### config.mk
export PLATFORM = sky130hd
export DESIGN_NAME = prog_ctr_fetch_flat
export DESIGN_NICKNAME = d
export VERILOG_FILES = /design/src/rtl/prog_ctr_fetch_if.sv /design/src/rtl/prog_ctr_fetch.sv /design/src/flat_wrapper.sv
export SDC_FILE = /design/constraint.sdc
export NUM_CORES = 1
export LEC_CHECK = 0
export CAP_MARGIN = 20
export CORE_MARGIN = 8
export CORE_UTILIZATION = 45
export DETAILED_ROUTE_END_ITERATION = 7
export GPL_ROUTABILITY_DRIVEN = 0
export HOLD_SLACK_MARGIN = 0.05
export PLACE_DENSITY = 0.77
export SYNTH_ARGS = -nofsm -noshare
export SYNTH_HDL_FRONTEND = slang
export SYNTH_SLANG_ARGS = --single-unit
### constraint.sdc
create_clock -name clk -period 3 [get_ports clk]
set_input_delay 0.9 -clock clk [delete_from_list [all_inputs] [get_ports clk]]
set_output_delay 0.9 -clock clk [all_outputs]
set_load 0.02 [all_outputs]
### src/rtl/prog_ctr_fetch_if.sv
// prog_ctr_fetch_if: control/fetch bus between decoder, testbench and the PC stage
interface prog_ctr_fetch_if #(
    parameter int D     = 12,
    parameter int OFS_W = 8,
    parameter int CNT_W = 16
);
    logic             start;
    logic [D-1:0]     start_addr;
    logic             stall;
    logic             halt;
    logic             jump_abs;
    logic [D-1:0]     target;
    logic             rel_branch;
    logic             branch_taken;
    logic [OFS_W-1:0] rel_offset;
    logic [D-1:0]     prog_ctr;
    logic             running;
    logic             done;
    logic [CNT_W-1:0] instr_count;

    modport master (
        output start, start_addr, stall, halt, jump_abs, target, rel_branch, branch_taken, rel_offset,
        input  prog_ctr, running, done, instr_count
    );
    modport slave (
        input  start, start_addr, stall, halt, jump_abs, target, rel_branch, branch_taken, rel_offset,
        output prog_ctr, running, done, instr_count
    );
endinterface

### src/rtl/prog_ctr_fetch.sv
// prog_ctr_fetch: program counter with start/halt sequencing and saturating executed-instruction count
module prog_ctr_fetch #(
    parameter int D     = 12,
    parameter int OFS_W = 8,
    parameter int CNT_W = 16
) (
    input logic             clk,
    input logic             reset,
    prog_ctr_fetch_if.slave bus
);
    typedef enum logic [1:0] {IDLE, RUN, HALTED} state_t;

    state_t           state, state_nxt;
    logic [D-1:0]     pc, pc_nxt;
    logic [CNT_W-1:0] cnt, cnt_nxt;
    logic             inc;
    logic             running, done;
    logic [D-1:0]     ofs_ext;

    assign ofs_ext = D'($signed(bus.rel_offset));

    always_comb begin
        state_nxt = state;
        pc_nxt    = pc;
        cnt_nxt   = cnt;
        inc       = 1'b0;
        if (state != RUN) begin
            if (bus.start) begin
                state_nxt = RUN;
                pc_nxt    = bus.start_addr;
                cnt_nxt   = '0;
            end
        end else if (bus.halt) begin
            state_nxt = HALTED;
            inc       = 1'b1;
        end else if (!bus.stall) begin
            inc    = 1'b1;
            pc_nxt = bus.jump_abs                     ? bus.target :
                     bus.rel_branch && bus.branch_taken ? pc + ofs_ext :
                                                          pc + D'(1);
        end
        // counter sticks at all-ones instead of wrapping
        if (inc && cnt != '1)
            cnt_nxt = cnt + CNT_W'(1);
    end

    always_ff @(posedge clk) begin
        if (reset) begin
            state   <= IDLE;
            pc      <= '0;
            cnt     <= '0;
            running <= 1'b0;
            done    <= 1'b0;
        end else begin
            state   <= state_nxt;
            pc      <= pc_nxt;
            cnt     <= cnt_nxt;
            running <= state_nxt == RUN;
            done    <= state_nxt == HALTED;
        end
    end

    assign bus.prog_ctr    = pc;
    assign bus.running     = running;
    assign bus.done        = done;
    assign bus.instr_count = cnt;
endmodule

### src/flat_wrapper.sv
// flat-port wrapper written by rule: the top's interface ports become plain ports
module prog_ctr_fetch_flat 
#(
    parameter int D     = 12,
    parameter int OFS_W = 8,
    parameter int CNT_W = 16
)
  (clk, reset, bus_start, bus_start_addr, bus_stall, bus_halt, bus_jump_abs, bus_target, bus_rel_branch, bus_branch_taken, bus_rel_offset, bus_prog_ctr, bus_running, bus_done, bus_instr_count);
  prog_ctr_fetch_if #(.D(D), .OFS_W(OFS_W), .CNT_W(CNT_W)) bus_i ();
  input logic clk;
  input logic reset;
  input wire logic [$bits(bus_i.start)-1:0] bus_start;
  input wire logic [$bits(bus_i.start_addr)-1:0] bus_start_addr;
  input wire logic [$bits(bus_i.stall)-1:0] bus_stall;
  input wire logic [$bits(bus_i.halt)-1:0] bus_halt;
  input wire logic [$bits(bus_i.jump_abs)-1:0] bus_jump_abs;
  input wire logic [$bits(bus_i.target)-1:0] bus_target;
  input wire logic [$bits(bus_i.rel_branch)-1:0] bus_rel_branch;
  input wire logic [$bits(bus_i.branch_taken)-1:0] bus_branch_taken;
  input wire logic [$bits(bus_i.rel_offset)-1:0] bus_rel_offset;
  output wire logic [$bits(bus_i.prog_ctr)-1:0] bus_prog_ctr;
  output wire logic [$bits(bus_i.running)-1:0] bus_running;
  output wire logic [$bits(bus_i.done)-1:0] bus_done;
  output wire logic [$bits(bus_i.instr_count)-1:0] bus_instr_count;
  assign bus_i.start = bus_start;
  assign bus_i.start_addr = bus_start_addr;
  assign bus_i.stall = bus_stall;
  assign bus_i.halt = bus_halt;
  assign bus_i.jump_abs = bus_jump_abs;
  assign bus_i.target = bus_target;
  assign bus_i.rel_branch = bus_rel_branch;
  assign bus_i.branch_taken = bus_branch_taken;
  assign bus_i.rel_offset = bus_rel_offset;
  assign bus_prog_ctr = bus_i.prog_ctr;
  assign bus_running = bus_i.running;
  assign bus_done = bus_i.done;
  assign bus_instr_count = bus_i.instr_count;
  prog_ctr_fetch #(.D(D), .OFS_W(OFS_W), .CNT_W(CNT_W)) u_core (.clk(clk), .reset(reset), .bus(bus_i));
endmodule
Word-level counts from Yosys, hierarchy flattened
Cells that the tools add are included.
W data, S select, Z words.
- add/sub/neg operators: 3
- multipliers: 0
- divide/modulo/power cells: 0
- $lt $le $gt $ge: 0
- eq/ne operators: 7
- shifts and indexed selects: 0
- muxes and demuxes: 15
- bitwise logic cells: 0
- reductions and logical operators: 6
- operators with widths (cell ; count):
    $mux W12 ; 6
    $mux W16 ; 3
    $add A16 B1 Y16 const B ; 1
    $ne A16 B16 Y1 const B ; 1
    $add A12 B1 Y12 const B ; 1
    $add A12 B12 Y12 ; 1
    $mux W2 ; 3
    $ne A2 B1 Y1 const B ; 3
    $reduce_bool A2 Y1 ; 2
    $mux W1 ; 3
    $reduce_and A3 Y1 ; 1
    $eq A2 B1 Y1 const B ; 1
    $eq A2 B2 Y1 const B ; 1
    $logic_and A1 B1 Y1 ; 2
    $ne A2 B2 Y1 const B ; 1
    $reduce_and A2 Y1 ; 1
- flip-flop bits (word level): 32
- bits in latches: 0
- bits in writable memories: 0
- bits in read-only memories: 0
- input port bits: 40
- output and inout port bits: 30
- memories: 0

Depth between registers and ports, before layout
Gate-level depths: netlist (run 1).
- word-level depth: 6
- depth in mapped cells: 10

Worst setup path after synthesis (run 1)
Ideal clock, no wire load.
- path kind: input -> register
- start point: input port bus_rel_offset[2]
- end point: register u_core.pc[8], in the netlist u_core.bus.prog_ctr[8]
- setup time: 62 ps
- arrival time: 2709 ps
- required time: 2938 ps
- slack: 228 ps
- cell stages on the path: 8
- buffers on the path: 0
- path through: and3_1 > ha_1 > nor2b_1 > o2111a_1 > o21a_1 > or4_1 > a211o_1 > nand3_1
- longest elaborated chain between the ends: 6
- RTL lines (element ; line ; RTL):
    from (decl) ; flat_wrapper.sv:20 ; input wire logic [$bits(bus_i.rel_offset)-1:0] bus_rel_offset;
    $add A12 B12 Y12 ; prog_ctr_fetch.sv:39 ; bus.rel_branch && bus.branch_taken ? pc + ofs_ext :
    $mux W12 ; prog_ctr_fetch.sv:39 ;
    $mux W12 ; prog_ctr_fetch.sv:38 ; pc_nxt = bus.jump_abs ? bus.target :
    $mux W12 ; prog_ctr_fetch.sv:36 ; end else if (!bus.stall) begin
    $mux W12 ; prog_ctr_fetch.sv:33 ; end else if (bus.halt) begin
    $mux W12 ; prog_ctr_fetch.sv:27 ; if (state != RUN) begin
    to (signal assigned) ; prog_ctr_fetch.sv:56 ; pc <= pc_nxt;
    to (decl) ; prog_ctr_fetch.sv:14 ; logic [D-1:0] pc, pc_nxt;
No other way between the ends. The select of a mux whose other input is x is not followed.
A chain may end at the register's enable or synchronous reset.

Worst setup path in the final report (run 1)
Same ends and word-level chain as after synthesis.

==> run_summary.xml, run 1 <==
<?xml version="1.0" encoding="UTF-8"?>
<metrics>
  <group name="timing">
    <metric name="postLayoutSetupSlackWorst" unit="ns">0.0610</metric>
    <metric name="post-route-min-period" unit="ns">2.94</metric>
    <metric name="timing.final.hold_violations" unit="">0</metric>
    <metric name="setup_violations" unit="">0</metric>
    <metric name="final_cycle_utilization_of_the_critical_path" unit="%">98.0</metric>
    <metric name="fin_skew" unit="ns">0.00940</metric>
    <metric name="slew-limit-headroom" unit="%">36.2</metric>
    <metric name="setup_tns" unit="ns">0</metric>
    <metric name="achievable-frequency" unit="MHz">340</metric>
    <metric name="max_slew.worst_pin.slew" unit="ns">0.951</metric>
    <metric name="total_count_of_max_transition_violations_in_the_final_report" unit="">0</metric>
  </group>
  <group name="critical_path">
    <metric name="worstRegToRegCells" unit="">6</metric>
    <metric name="crit-reg2reg-capture" unit="">u_core.bus.instr_count[8]</metric>
    <metric name="crit_required" unit="ns">3.24</metric>
    <metric name="critPathKind" unit="">primary input to flop</metric>
    <metric name="critPathMaxFanout" unit="">4</metric>
    <metric name="worst_setup_path_end_kind" unit="">flop</metric>
    <metric name="r2r-start" unit="">u_core.bus.instr_count[0]</metric>
    <metric name="ff2ff_setup_slack" unit="ns">0.67</metric>
    <metric name="timing.critical_path.arrival" unit="ns">3.18</metric>
    <metric name="crit_path_start_kind" unit="">primary input</metric>
  </group>
  <group name="clocking">
    <metric name="cts_inserted_buffers" unit="">5</metric>
    <metric name="tritoncts_clock_tree" unit="">yes</metric>
    <metric name="cts.reportedPaths.clkPinSlew" unit="ns">0.07</metric>
    <metric name="clk_latency" unit="ns">0.29</metric>
    <metric name="cts-root-to-sink-buffers" unit="">2</metric>
    <metric name="clock-root-buffer" unit="">clkbuf_8</metric>
    <metric name="htree_num_levels" unit="">2</metric>
    <metric name="cts_num_sinks" unit="">32</metric>
    <metric name="postCtsHoldBufs" unit="">0</metric>
  </group>
  <group name="layout">
    <metric name="layout_common_cells" unit="">clkdlybuf4s50_1, dfxtp_1, nor2_1</metric>
    <metric name="fin_area" unit="um2">3140</metric>
    <metric name="synthToLayoutAreaGrowth" unit="%">49.9</metric>
    <metric name="nets" unit="">411</metric>
    <metric name="layout.cells.most_common" unit="">clkdlybuf4s50_1</metric>
    <metric name="num_antenna_cells" unit="">0</metric>
    <metric name="fraction_of_final_layout_cells_with_drive_strength_greater_than_1" unit="%">13.3</metric>
    <metric name="fillers" unit="">401</metric>
  </group>
  <group name="power_and_ir_drop">
    <metric name="combinationalPowerShare" unit="%">28.1</metric>
    <metric name="ir_drop" unit="mV">0.233</metric>
    <metric name="clock_power_share" unit="%">31.8</metric>
    <metric name="power.sequential.fraction" unit="%">40.1</metric>
    <metric name="power_per_cell_area" unit="nW/um2">373</metric>
    <metric name="power_report.internal_total" unit="mW">0.818</metric>
    <metric name="static-leakage-power" unit="nW">1.21</metric>
    <metric name="power.share.switching" unit="%">30.2</metric>
    <metric name="total_switching_power" unit="mW">0.354</metric>
    <metric name="p_total" unit="mW">1.17</metric>
  </group>
  <group name="worst_hold_path">
    <metric name="hold_path.startpoint" unit="">u_core.bus.instr_count[11]</metric>
    <metric name="worstHoldEndpoint" unit="">u_core.bus.instr_count[11]</metric>
    <metric name="worst_hold_path.num_cells" unit="">2</metric>
    <metric name="timing.hold.worst.class" unit="">flop to flop</metric>
  </group>
  <group name="logic_synthesis">
    <metric name="synth-edff-count" unit="">0</metric>
    <metric name="post_synth.cell_area_avg" unit="um2">7.62</metric>
    <metric name="syn_nets" unit="">324</metric>
    <metric name="ys_top_cells_by_area" unit="">dfxtp_1, nor2_1, a21oi_1</metric>
    <metric name="synth_warnings" unit="">0</metric>
    <metric name="ys_seq_area_share" unit="%">30.6</metric>
    <metric name="netlist-cell-type-count" unit="">52</metric>
    <metric name="ys_ff_latch" unit="">32</metric>
    <metric name="synth_top_flop_cell" unit="">dfxtp_1</metric>
    <metric name="post_synthesis_cell_area" unit="um2">2090</metric>
    <metric name="async_flop_share" unit="%">0</metric>
    <metric name="synth_instances" unit="">275</metric>
    <metric name="synth_top_area_cell" unit="">dfxtp_1</metric>
    <metric name="post-synth-top-area-fraction" unit="%">30.6</metric>
  </group>
  <group name="drt">
    <metric name="drt-pass1-iter-count" unit="">4</metric>
    <metric name="drt.antenna.violating_nets" unit="">0</metric>
    <metric name="detailed_route_vias_per_instance" unit="">5.79</metric>
    <metric name="route.vias.total" unit="">2409</metric>
    <metric name="finalWirelength" unit="um">7010</metric>
    <metric name="avgRoutedWirePerCell" unit="um">16.9</metric>
    <metric name="drt_drc_violations_left" unit="">0</metric>
    <metric name="detailedRoute.firstIterationViolations" unit="">114</metric>
  </group>
  <group name="grt">
    <metric name="grt_pass1_vias" unit="">2285</metric>
    <metric name="number_of_antenna_violations_at_the_first_check_in_global_routing" unit="">0</metric>
    <metric name="grt_first_pass_wirelength" unit="um">11000</metric>
    <metric name="grt_overflow_total" unit="">0</metric>
    <metric name="grt_start_max_net_pins" unit="">21</metric>
    <metric name="total_global_route_track_usage" unit="%">18.4</metric>
  </group>
  <group name="floorplanning">
    <metric name="die-width" unit="um">84.2</metric>
    <metric name="fp.dieArea" unit="um2">7090</metric>
    <metric name="fp-row-count" unit="">25</metric>
    <metric name="coreArea" unit="um2">4600</metric>
    <metric name="die_height" unit="um">84.2</metric>
    <metric name="floorplan.initialDensity" unit="%">45.6</metric>
    <metric name="io-pin-count" unit="">70</metric>
  </group>
  <group name="flow_run">
    <metric name="maxCapViolations" unit="">0</metric>
  </group>
  <group name="run_status">
    <metric name="outcome" unit="">complete, no violations</metric>
  </group>
  <group name="placed_design">
    <metric name="place_ws" unit="ns">-0.380</metric>
    <metric name="placement.io_buffers" unit="">69</metric>
    <metric name="placed_cell_area" unit="um2">2980</metric>
    <metric name="dpl.hpwl" unit="um">5100</metric>
  </group>
</metrics>
[power by group through the flow]
| stage | Clock (mW) | Sequential [mW] | Combinational, mW |
|---|---|---|---|
| 4_1_cts | 0.379 | 0.469 | 0.316 |
| 6_report | 0.372 | 0.470 | 0.329 |
| 3_3_place_gp | 0 | 0.477 | 0.312 |
| 3_5_place_dp | 0 | 0.478 | 0.315 |
| 5_1_grt | 0.394 | 0.474 | 0.358 |
| 2_1_floorplan | 0 | 0.495 | 0.143 |
[state kept, by name, summed over array words and instances, names as in the netlist]
signal,cells
u_core.state,2
u_core.bus.instr_count,16
u_core.bus.prog_ctr,12
u_core.bus.done,1
u_core.bus.running,1
[worst max path at each step]
| stage | start | endpoint | slack (ns) | cells after the start |
|---|---|---|---|---|
| after floorplan | bus_rel_offset[2] | u_core.bus.prog_ctr[8] | 0.23 | 8 |
| after global placement | bus_rel_branch | u_core.bus.prog_ctr[8] | -0.33 | 9 |
| after detailed placement | bus_branch_taken | u_core.bus.prog_ctr[8] | -0.38 | 11 |
| after CTS | bus_rel_offset[0] | u_core.bus.prog_ctr[8] | 0.02 | 11 |
| after global routing | bus_rel_offset[5] | u_core.bus.prog_ctr[11] | -0.04 | 10 |
| final | bus_rel_offset[2] | u_core.bus.prog_ctr[8] | 0.06 | 9 |
[stage by stage]
step / utilization (%) / hold WS (ns) / instances
2_1_floorplan: - / 0.479 / 275
5_1_grt: 68.3 / 0.554 / 416
3_3_place_gp: 64.7 / 0.480 / 408
6_report: 68.3 / 0.526 / 416
3_5_place_dp: 64.7 / 0.496 / 408
4_1_cts: 66.8 / 0.504 / 415
[timing repair]
item,CTS,global route
buffers inserted,0,1
pin swaps,0,9
gates resized for setup,2,15
setup endpoints to repair,3,4
[final cells by class]
cell class              instances  area (um2)  area share (%)
clock buffers                   7        96.3            3.07
inverters                       9        33.8            1.08
multi-input cells             219        1410            44.9
flip-flops and latches         32         641            20.4
well taps                      54        67.6            2.15
repair buffers                 95         892            28.4
[cell usage after synthesis (3+ instances only)]
master    instances
ha_1              8
nor3_1           10
buf_2             3
o31ai_1           4
a21oi_1          20
mux2i_1           3
a31oi_1           6
clkbuf_1         11
nand4_1           6
xnor2_1           4
inv_1             9
a211oi_1          7
or4_1             3
and3_1            9
nor2_1           30
nor2b_1           3
a221oi_1          4
or3_1             6
o21a_1            4
dfxtp_1          32
and2_1            3
nand2_1          26
o21ai_0          13
nand3_1          17
[per-layer routing]
layer,track usage [%],up-vias,wire length (um),share of wire [%]
met1,23.6,1126,3240,46
met3,4.94,7,447,6.4
li1,-,1190,-,-
met5,0,-,0,0
met2,29.5,86,3260,47
met4,4.87,0,59,0.84
[cells by family after synthesis]
logic type               count (synthesis)  share of synthesized area (%)
buffers and inverters                   24                           4.66
AND/OR/NAND/NOR                        125                           30.3
XOR/XNOR                                 5                           2.09
AO/OA/AOI/OAI                           75                           24.1
flip-flops                              32                           30.6
multiplexers                             5                           2.51
adder cells (fa/ha/maj)                  9                           5.73
[worst max-delay path: stages]
cell,delay [ns]
clkdlybuf4s50_1,0.46
and3_4,0.19
ha_4,0.20
nor2b_2,0.16
o2111a_1,0.26
o21a_1,0.24
or4_4,0.43
a211o_1,0.27
nand3_1,0.06
(Power assumes the default switching activity.)
==> run 2, diff against run 1 <==
Settings changed: CORE_MARGIN 8 to 10.
Clock period 3 ns to 3.39 ns, I/O delays scaled along.
==> run 2 against run 1 <==
Routed wire length is 1.3% lower; count of clock-buffer cells in the layout is 1 lower; non-clock buffer count is 10 lower; clock skew is 0.0051 ns lower; largest power group unchanged; largest cell class unchanged; sequential share of layout area is 0.81 points higher.
==> run_summary.xml, run 2 (synthesis gave the netlist of run 1 again) <==
<?xml version="1.0" encoding="UTF-8"?>
<metrics>
  <group name="critical_path">
    <metric name="critPathMaxFanout" unit="">4</metric>
    <metric name="worst_setup_path_end_kind" unit="">flop</metric>
    <metric name="crit_required" unit="ns">3.57</metric>
    <metric name="crit_path_start_kind" unit="">primary input</metric>
    <metric name="timing.critical_path.arrival" unit="ns">3.33</metric>
    <metric name="critical-path-max-stage-delay" unit="ns">0.45</metric>
    <metric name="cp_slowest_cell" unit="">clkdlybuf4s50_1</metric>
    <metric name="r2r-start" unit="">u_core.bus.instr_count[0]</metric>
    <metric name="critPathKind" unit="">primary input to flop</metric>
    <metric name="cp_cell_sequence" unit="">clkdlybuf4s50_1 &gt; nand3b_1 &gt; ha_1 &gt; inv_1 &gt; fa_1 &gt; nor2b_1 &gt; o2111a_1 &gt; o21a_1 &gt; buf_4 &gt; o21bai_1 &gt; a311o_1</metric>
    <metric name="worstRegToRegCells" unit="">6</metric>
    <metric name="worst_setup_path_startpoint" unit="">bus_rel_offset[0]</metric>
  </group>
  <group name="layout">
    <metric name="largest_reg_flops" unit="">16</metric>
    <metric name="layout.cells.most_common" unit="">clkdlybuf4s50_1</metric>
    <metric name="layout_common_cells" unit="">clkdlybuf4s50_1, dfxtp_1, nor2_1</metric>
    <metric name="synthToLayoutAreaGrowth" unit="%">44.1</metric>
    <metric name="fin_area" unit="um2">3020</metric>
    <metric name="nets" unit="">401</metric>
    <metric name="fraction_of_final_layout_cells_with_drive_strength_greater_than_1" unit="%">7.93</metric>
    <metric name="num_antenna_cells" unit="">0</metric>
  </group>
  <group name="power_and_ir_drop">
    <metric name="ir_drop" unit="mV">0.239</metric>
    <metric name="p_total" unit="mW">1.06</metric>
    <metric name="combinationalPowerShare" unit="%">25.8</metric>
    <metric name="clock_power_share" unit="%">34.9</metric>
    <metric name="power.share.switching" unit="%">29.3</metric>
    <metric name="power_report.internal_total" unit="mW">0.749</metric>
    <metric name="total_switching_power" unit="mW">0.311</metric>
    <metric name="static-leakage-power" unit="nW">1.18</metric>
    <metric name="power.sequential.fraction" unit="%">39.3</metric>
    <metric name="power_per_cell_area" unit="nW/um2">351</metric>
  </group>
  <group name="timing">
    <metric name="achievable-frequency" unit="MHz">317</metric>
    <metric name="fin_skew" unit="ns">0.00434</metric>
    <metric name="final_cycle_utilization_of_the_critical_path" unit="%">93.0</metric>
    <metric name="total_count_of_max_transition_violations_in_the_final_report" unit="">0</metric>
    <metric name="post-route-min-period" unit="ns">3.15</metric>
    <metric name="grt_setup_unrepaired" unit="">false</metric>
    <metric name="slew-limit-headroom" unit="%">37.1</metric>
    <metric name="setup_violations" unit="">0</metric>
    <metric name="max_slew.worst_pin.slew" unit="ns">0.938</metric>
    <metric name="timing.final.hold_violations" unit="">0</metric>
  </group>
  <group name="drt">
    <metric name="drt_drc_violations_left" unit="">0</metric>
    <metric name="drt-pass1-iter-count" unit="">4</metric>
    <metric name="avgRoutedWirePerCell" unit="um">17.1</metric>
    <metric name="route.vias.total" unit="">2338</metric>
    <metric name="detailed_route_vias_per_instance" unit="">5.77</metric>
    <metric name="detailedRoute.firstIterationViolations" unit="">107</metric>
    <metric name="drt.antenna.violating_nets" unit="">0</metric>
    <metric name="finalWirelength" unit="um">6920</metric>
  </group>
  <group name="worst_hold_path">
    <metric name="worst_hold_path.num_cells" unit="">2</metric>
    <metric name="hold_path.startpoint" unit="">u_core.bus.prog_ctr[2]</metric>
    <metric name="timing.hold.worst.class" unit="">flop to flop</metric>
  </group>
  <group name="clocking">
    <metric name="postCtsHoldBufs" unit="">0</metric>
    <metric name="cts-root-to-sink-buffers" unit="">2</metric>
    <metric name="clk_latency" unit="ns">0.29</metric>
    <metric name="cts_inserted_buffers" unit="">5</metric>
    <metric name="htree_num_levels" unit="">2</metric>
    <metric name="cts.reportedPaths.clkPinSlew" unit="ns">0.07</metric>
    <metric name="clock-root-buffer" unit="">clkbuf_8</metric>
    <metric name="cts_num_sinks" unit="">32</metric>
    <metric name="tritoncts_clock_tree" unit="">yes</metric>
  </group>
  <group name="grt">
    <metric name="grt_pass1_vias" unit="">2297</metric>
    <metric name="grt_start_max_net_pins" unit="">16</metric>
    <metric name="total_global_route_track_usage" unit="%">17.8</metric>
    <metric name="grt_first_pass_wirelength" unit="um">11200</metric>
    <metric name="number_of_antenna_violations_at_the_first_check_in_global_routing" unit="">0</metric>
    <metric name="grt_overflow_total" unit="">0</metric>
  </group>
  <group name="floorplanning">
    <metric name="io-pin-count" unit="">70</metric>
    <metric name="fp-row-count" unit="">24</metric>
    <metric name="fp.dieArea" unit="um2">7780</metric>
    <metric name="die_height" unit="um">88.2</metric>
    <metric name="die-width" unit="um">88.2</metric>
    <metric name="floorplan.initialDensity" unit="%">47.1</metric>
    <metric name="coreArea" unit="um2">4440</metric>
  </group>
  <group name="placed_design">
    <metric name="placed_cell_area" unit="um2">2910</metric>
    <metric name="placement.io_buffers" unit="">69</metric>
    <metric name="dpl.hpwl" unit="um">5120</metric>
  </group>
  <group name="run_status">
    <metric name="outcome" unit="">complete, no violations</metric>
  </group>
  <group name="flow_run">
    <metric name="maxCapViolations" unit="">0</metric>
  </group>
</metrics>
[run 2: worst max-delay path, delay by kind of cell]
family          cells  cell delay [ns]
compound gates      4             0.79
buf+inv             3             0.63
fa+ha+maj           2             0.56
simple gates        2             0.34
[run 2: path summary, 6_finish.rpt]
check                                                 end  slack (ns)
worst max-delay path              u_core.bus.prog_ctr[10]        0.24
worst min-delay path               u_core.bus.prog_ctr[2]        0.49
worst max register to register  u_core.bus.instr_count[8]        1.05
worst min register to register     u_core.bus.prog_ctr[2]        0.49
[run 2: repair_timing]
item / 4_1_cts / 5_1_grt
endpoints found under the setup margin: 0 / 2
setup buffers: 0 / 0
resized for setup: 0 / 2
endpoints found under the hold margin: 0 / 0
[run 2: cell type report]
cell class,count,area (um2)
clock buffers,6,72.6
clock inverters,2,35.0
multi-input cells,219,1360
flip-flops and latches,32,641
well taps,52,65.1
fillers,377,1430
inverters,9,33.8
repair buffers,85,816
[run 2: power by group through the flow]
stage                     clock network (mW)  registers, mW  logic, mW
after floorplan                            0          0.438      0.126
after global placement                     0          0.423      0.270
after detailed placement                   0          0.424      0.271
after CTS                              0.377          0.415      0.273
after global routing                   0.391          0.418      0.299
final                                  0.370          0.416      0.274
[run 2: per-layer routing]
| metal | track usage [%] | wire, um | up-vias |
|---|---|---|---|
| li1 | - | - | 1177 |
| met3 | 6.34 | 622 | 8 |
| met4 | 5.29 | 74 | 0 |
| met2 | 29.5 | 3180 | 94 |
| met5 | 0 | 0 | - |
| met1 | 21.3 | 3040 | 1059 |
[run 2: stage by stage]
step	utilization [%]	worst slack, ns	TNS (ns)	instances	hold WS (ns)
after global routing	67.9	0.0903	0	405	0.507
after CTS	67.8	0.138	0	405	0.499
after global placement	65.4	-0.0631	-0.0785	397	0.484
final	67.9	0.238	0	405	0.492
after detailed placement	65.4	-0.151	-0.351	397	0.490
after floorplan	-	0.501	0	275	0.479
